`config.mk`:
```
export PLATFORM = sky130hd
export DESIGN_NAME = priority_arbiter_rr
export DESIGN_NICKNAME = d
export VERILOG_FILES = /design/src/rtl/priority_arbiter_rr.sv
export SDC_FILE = /design/constraint.sdc
export NUM_CORES = 1
export LEC_CHECK = 0
export CORE_MARGIN = 3
export CORE_UTILIZATION = 47
export CTS_CLUSTER_SIZE = 30
export DETAILED_ROUTE_END_ITERATION = 16
export PLACE_DENSITY = 0.74
export SETUP_SLACK_MARGIN = 0.15
export SLEW_MARGIN = 40
export SYNTH_ARGS = -nofsm -noshare
export SYNTH_HDL_FRONTEND = slang
export SYNTH_SLANG_ARGS = --single-unit
```
`constraint.sdc`:
```
create_clock -name clk -period 5.6 [get_ports clk]
set_input_delay 1.12 -clock clk [delete_from_list [all_inputs] [get_ports clk]]
set_output_delay 1.12 -clock clk [all_outputs]
set_load 0.005 [all_outputs]
```
`src/rtl/priority_arbiter_rr.sv`:
```
// Registered N-way arbiter: fixed-priority or round-robin winner selection,
// grant locked until release, optional round-robin hold timeout for fairness.
module priority_arbiter_rr #(
   parameter int N        = 4,
   parameter int IDX_W    = $clog2(N),
   parameter int MAX_HOLD = 0
) (
   input  logic             clk,
   input  logic             rst_n,
   input  logic             en,
   input  logic             mode,
   input  logic [N-1:0]     req,
   output logic [N-1:0]     grant,
   output logic [IDX_W-1:0] grant_idx,
   output logic             valid
);

   localparam int HOLD_W     = (MAX_HOLD > 2) ? $clog2(MAX_HOLD) : 1;
   localparam int HOLD_SAT_I = (MAX_HOLD > 0) ? MAX_HOLD - 1 : (1 << HOLD_W) - 1;
   localparam logic [HOLD_W-1:0] HOLD_SAT = HOLD_W'(HOLD_SAT_I);

   typedef enum logic {IDLE = 1'b0, GRANT = 1'b1} state_t;

   state_t             r_state;
   logic [N-1:0]       r_grant;
   logic [IDX_W-1:0]   r_grant_idx;
   logic               r_valid;
   logic [IDX_W-1:0]   r_rr_ptr;
   logic [HOLD_W-1:0]  r_hold_cnt;

   state_t             w_state_nxt;
   logic [N-1:0]       w_grant_nxt;
   logic [IDX_W-1:0]   w_idx_nxt;
   logic               w_valid_nxt;
   logic [IDX_W-1:0]   w_ptr_nxt;
   logic [HOLD_W-1:0]  w_hold_nxt;
   logic [N-1:0]       w_arb_req;
   logic               w_load;
   logic               w_timeout;
   logic [IDX_W-1:0]   w_win;

   // Fixed: highest set index. Round-robin: distance from rr_ptr going downward
   // (rr_ptr-1 is distance 1, rr_ptr itself is distance N); smallest distance wins.
   function automatic logic [IDX_W-1:0] f_pick(input logic [N-1:0] v,
                                                input logic m,
                                                input logic [IDX_W-1:0] ptr);
      logic [IDX_W-1:0] win;
      int               best;
      int               d;
      win  = '0;
      best = N + 1;
      for (int i = 0; i < N; i++) begin
         d = int'(ptr) - i;
         if (d <= 0) d = d + N;
         if (v[i]) begin
            if (!m) begin
               win = IDX_W'(i);
            end else if (d < best) begin
               best = d;
               win  = IDX_W'(i);
            end
         end
      end
      return win;
   endfunction

   assign w_timeout = mode && (MAX_HOLD > 0) && (r_hold_cnt == HOLD_SAT);

   // NOTE: sequential state uses non-blocking assignments so every register
   // samples the pre-edge values, independent of statement order.
   always_ff @(posedge clk) begin
      if (!rst_n) begin
         r_state     <= IDLE;
         r_grant     <= '0;
         r_grant_idx <= '0;
         r_valid     <= 1'b0;
         r_rr_ptr    <= '0;
         r_hold_cnt  <= '0;
      end else begin
         r_state     <= w_state_nxt;
         r_grant     <= w_grant_nxt;
         r_grant_idx <= w_idx_nxt;
         r_valid     <= w_valid_nxt;
         r_rr_ptr    <= w_ptr_nxt;
         r_hold_cnt  <= w_hold_nxt;
      end
   end

   // NOTE: every signal gets a default at the top so no path leaves it
   // unassigned, which would otherwise infer a latch.
   always_comb begin
      w_state_nxt = r_state;
      w_grant_nxt = r_grant;
      w_idx_nxt   = r_grant_idx;
      w_valid_nxt = r_valid;
      w_ptr_nxt   = r_rr_ptr;
      w_hold_nxt  = r_hold_cnt;
      w_arb_req   = req;
      w_load      = 1'b0;
      w_win       = '0;

      unique case (r_state)
         IDLE: begin
            if (en && (|req)) begin
               w_load = 1'b1;
            end else begin
               w_grant_nxt = '0;
               w_idx_nxt   = '0;
               w_valid_nxt = 1'b0;
            end
         end
         GRANT: begin
            if (!req[r_grant_idx]) begin
               if (en && (|req)) begin
                  w_load = 1'b1;
               end else begin
                  w_state_nxt = IDLE;
                  w_grant_nxt = '0;
                  w_idx_nxt   = '0;
                  w_valid_nxt = 1'b0;
               end
            end else if (w_timeout) begin
               // Hand over to another requester if one is waiting, else re-grant.
               w_arb_req = req & ~r_grant;
               if (en && (|w_arb_req)) w_load = 1'b1;
               else                    w_hold_nxt = '0;
            end else if (r_hold_cnt != HOLD_SAT) begin
               w_hold_nxt = r_hold_cnt + 1'b1;
            end
         end
         default: w_state_nxt = IDLE;
      endcase

      if (w_load) begin
         w_win       = f_pick(w_arb_req, mode, r_rr_ptr);
         w_state_nxt = GRANT;
         w_grant_nxt = {{(N-1){1'b0}}, 1'b1} << w_win;
         w_idx_nxt   = w_win;
         w_valid_nxt = 1'b1;
         w_ptr_nxt   = w_win;
         w_hold_nxt  = '0;
      end
   end

   always_comb begin
      grant     = r_grant;
      grant_idx = r_grant_idx;
      valid     = r_valid;
   end

endmodule

```
==> results of run 1 <==
## kinds of logic after synthesis
group	Yosys count	share of synthesized area, %
AND/OR/NAND/NOR	41	21.7
AO/OA/AOI/OAI	35	29.4
adder cells (fa/ha/maj)	14	18.1
buffers and inverters	13	5.16
other	2	0.774
flip-flops	10	20.6
multiplexers	4	4.26
## metal layers
metal | up-vias | global-route usage, % | wire (um)
met5 | - | 0 | 0
met4 | 0 | 8.73 | 29
met3 | 4 | 1.75 | 33
met2 | 16 | 35.4 | 1200
met1 | 454 | 25.0 | 1190
li1 | 482 | - | -
## cell usage in the layout, fill, tap and decap left out, types with 5 or more instances in the layout
cell / count
a21oi_1: 6
buf_4: 6
clkdlybuf4s50_1: 12
dfxtp_1: 10
ha_1: 13
inv_1: 9
nand2_1: 9
nand3_1: 10
nor2_1: 5
## synthesized netlist by cell type (2+ instances only)
cell type	n	area, um^2
o21a_1	2	15.0
o21ai_0	3	15.0
a21oi_1	6	30.0
buf_1	2	7.51
nor2_1	6	22.5
a31oi_1	3	18.8
nand2b_1	3	18.8
dfxtp_1	10	200
nand3_1	13	65.1
mux2i_1	3	30.0
conb_1	2	7.51
o21ai_1	3	15.0
inv_1	9	33.8
o211a_1	2	20.0
ha_1	14	175
nand2_1	10	37.5
nand3b_1	3	22.5
## critical path: cells and delay by family
family	cells	cell delay, ps
buffers and inverters	1	220
adder cells (fa/ha/maj)	3	730
multiplexers	1	290
AND/OR/NAND/NOR	10	1450
AO/OA/AOI/OAI	5	1360
## flip-flops by register name, indices dropped and copies added, names as in the netlist
name	count
grant	4
grant_idx	2
r_rr_ptr	2
r_state	1
valid	1
## stage by stage
step           util (%)  setup TNS, ps  std cells  area (um^2)
2_1_floorplan         -              0        120          973
3_3_place_gp       63.2              0        160         1160
3_5_place_dp       63.2          -86.3        160         1160
4_1_cts            65.2              0        164         1200
5_1_grt            68.5              0        166         1260
6_report           68.5              0        166         1260
## where the power goes
| part | switching (mW) | internal [mW] |
|---|---|---|
| logic | 0.0681 | 0.0593 |
| registers | 0.00576 | 0.0768 |
| clock network | 0.0256 | 0.0395 |
| total | 0.0995 | 0.176 |
## layout make-up
| type | count | area [um^2] |
|---|---|---|
| Clock buffer | 4 | 36.3 |
| Fill cell | 167 | 579 |
| Inverter | 10 | 37.5 |
| Multi-Input combinational cell | 97 | 764 |
| Sequential cell | 10 | 200 |
| Tap cell | 25 | 31.3 |
| Timing Repair Buffer | 20 | 190 |
## final timing paths
kind | from | endpoint | slack (ps) | depth (start not counted)
hold / removal | grant[0] | grant[0] | 470 | 2
hold reg to reg | grant[0] | grant[0] | 470 | 2
setup / recovery | mode | grant[2] | 560 | 20
setup reg to reg | r_rr_ptr[1] | grant[2] | 810 | 20
## what timing repair did
item | in CTS | in global routing
hold endpoints to repair | 0 | 0
setup endpoints to repair | 0 | 8
setup buffers | 0 | 2
gates resized for setup | 0 | 10
==> flow_metrics.tcl, run 1 <==
set metrics [dict create \
    status "complete, no violations" \
    clk_latency_ps 270 \
    max_freq_mhz 198 \
    wl_per_cell_um 14.8 \
    power_density_nw_per_um2 218 \
    cts_hold_buf 0 \
    min_period_over_period_pct 90.0 \
    clock-sinks 10 \
    antenna_found_initial 0 \
    ys_ff_latch 10 \
    total_power_uw 275 \
    endpoint_kind "flip-flop" \
    avgSynthCellArea_um2 8.15 \
    cts_buffer_depth 2 \
    crit_type "in2reg" \
    cts_tree "built" \
    yosys_warnings 0 \
    gp_congestion 0.827 \
    worst_slack_ps 559 \
    drt-total-wl_um 2450 \
    setup_violations 0 \
    num_rows 15 \
    synth-main-ff-cell "dfxtp_1" \
    final.min_clock_period_ps 5040 \
    die_w_um 51.4 \
    dpl.hpwl_um 1950 \
    cts_buffers 3 \
    rsz0062_at_grt "false" \
    grtUsageTotal_pct 20.3 \
    drv_cap 0 \
    port_buffers 14 \
    area_growth_syn_to_layout_pct 29.9 \
    num_antenna_cells 0 \
    layout.nets 164 \
    hold-worst-slack_ps 473 \
    async_reset_ff_share_pct 0 \
    yosysUniqueCellTypes 42 \
    drt_first_iter_violations 13 \
    seq_area_frac_synth_pct 20.6 \
    cp_max_fo 6 \
    critPathMaxStageDelay_ps 470 \
    hp-class "reg2reg" \
    max_slew_margin_pct 60.8 \
    syn_area_um2 970 \
    path_clk_slew_ps 70 \
    fp.dieArea_um2 2640 \
    required_ps 5760 \
    grt_overflow 0 \
    maxSlewViolCount 0 \
    grt_max_degree 13 \
    slowest_stage "o41a_1" \
    io_pins 15 \
    grt_pass1_vias 1001 \
    start_kind "primary input" \
    synthCells 119 \
    drtPass1Iterations 4 \
    avgViaCountPerCell 5.76 \
    p_leak_nw 0.537 \
    cp.arrival_ps 5200 \
    preCtsSetupSlack_ps -52.1 \
    synth_edf_count 0 \
    drtAntennaViolNets 0 \
    core-area_um2 1840 \
    cts_root_buf "clkbuf_4" \
    grt_pass1_wl_um 4180 \
    initial_core_util_pct 52.7 \
    crit_chain "dlymetal6s2s_1, nand2_1, nor2_2, ha_4, nand3b_1, nand3_2, mux2_2, and2_1, ha_1, a2111o_1, nand2_2, o2111ai_4, nand3_1, o21ai_0, ha_1, or3b_4, nand3_2, nand2_1, o41a_1, a32o_1" \
    num_vias 956 \
    skew_ps 4.54 \
    ir_drop_mv 0.167 \
    hold_viol 0 \
    die_h_um 51.4 \
    drc 0 \
    tightest_slew_ps 580 \
    htree_num_levels 1 \
    layout-drive-gt1-share_pct 17.0 \
]
Note: power is estimated with default switching activity, not from simulation.
==> run 2, diff against run 1 <==
CTS_CLUSTER_DIAMETER = 50   (was default)
==> results of run 2 <==
The final DEF is identical to that of run 1; final timing and power are the same.
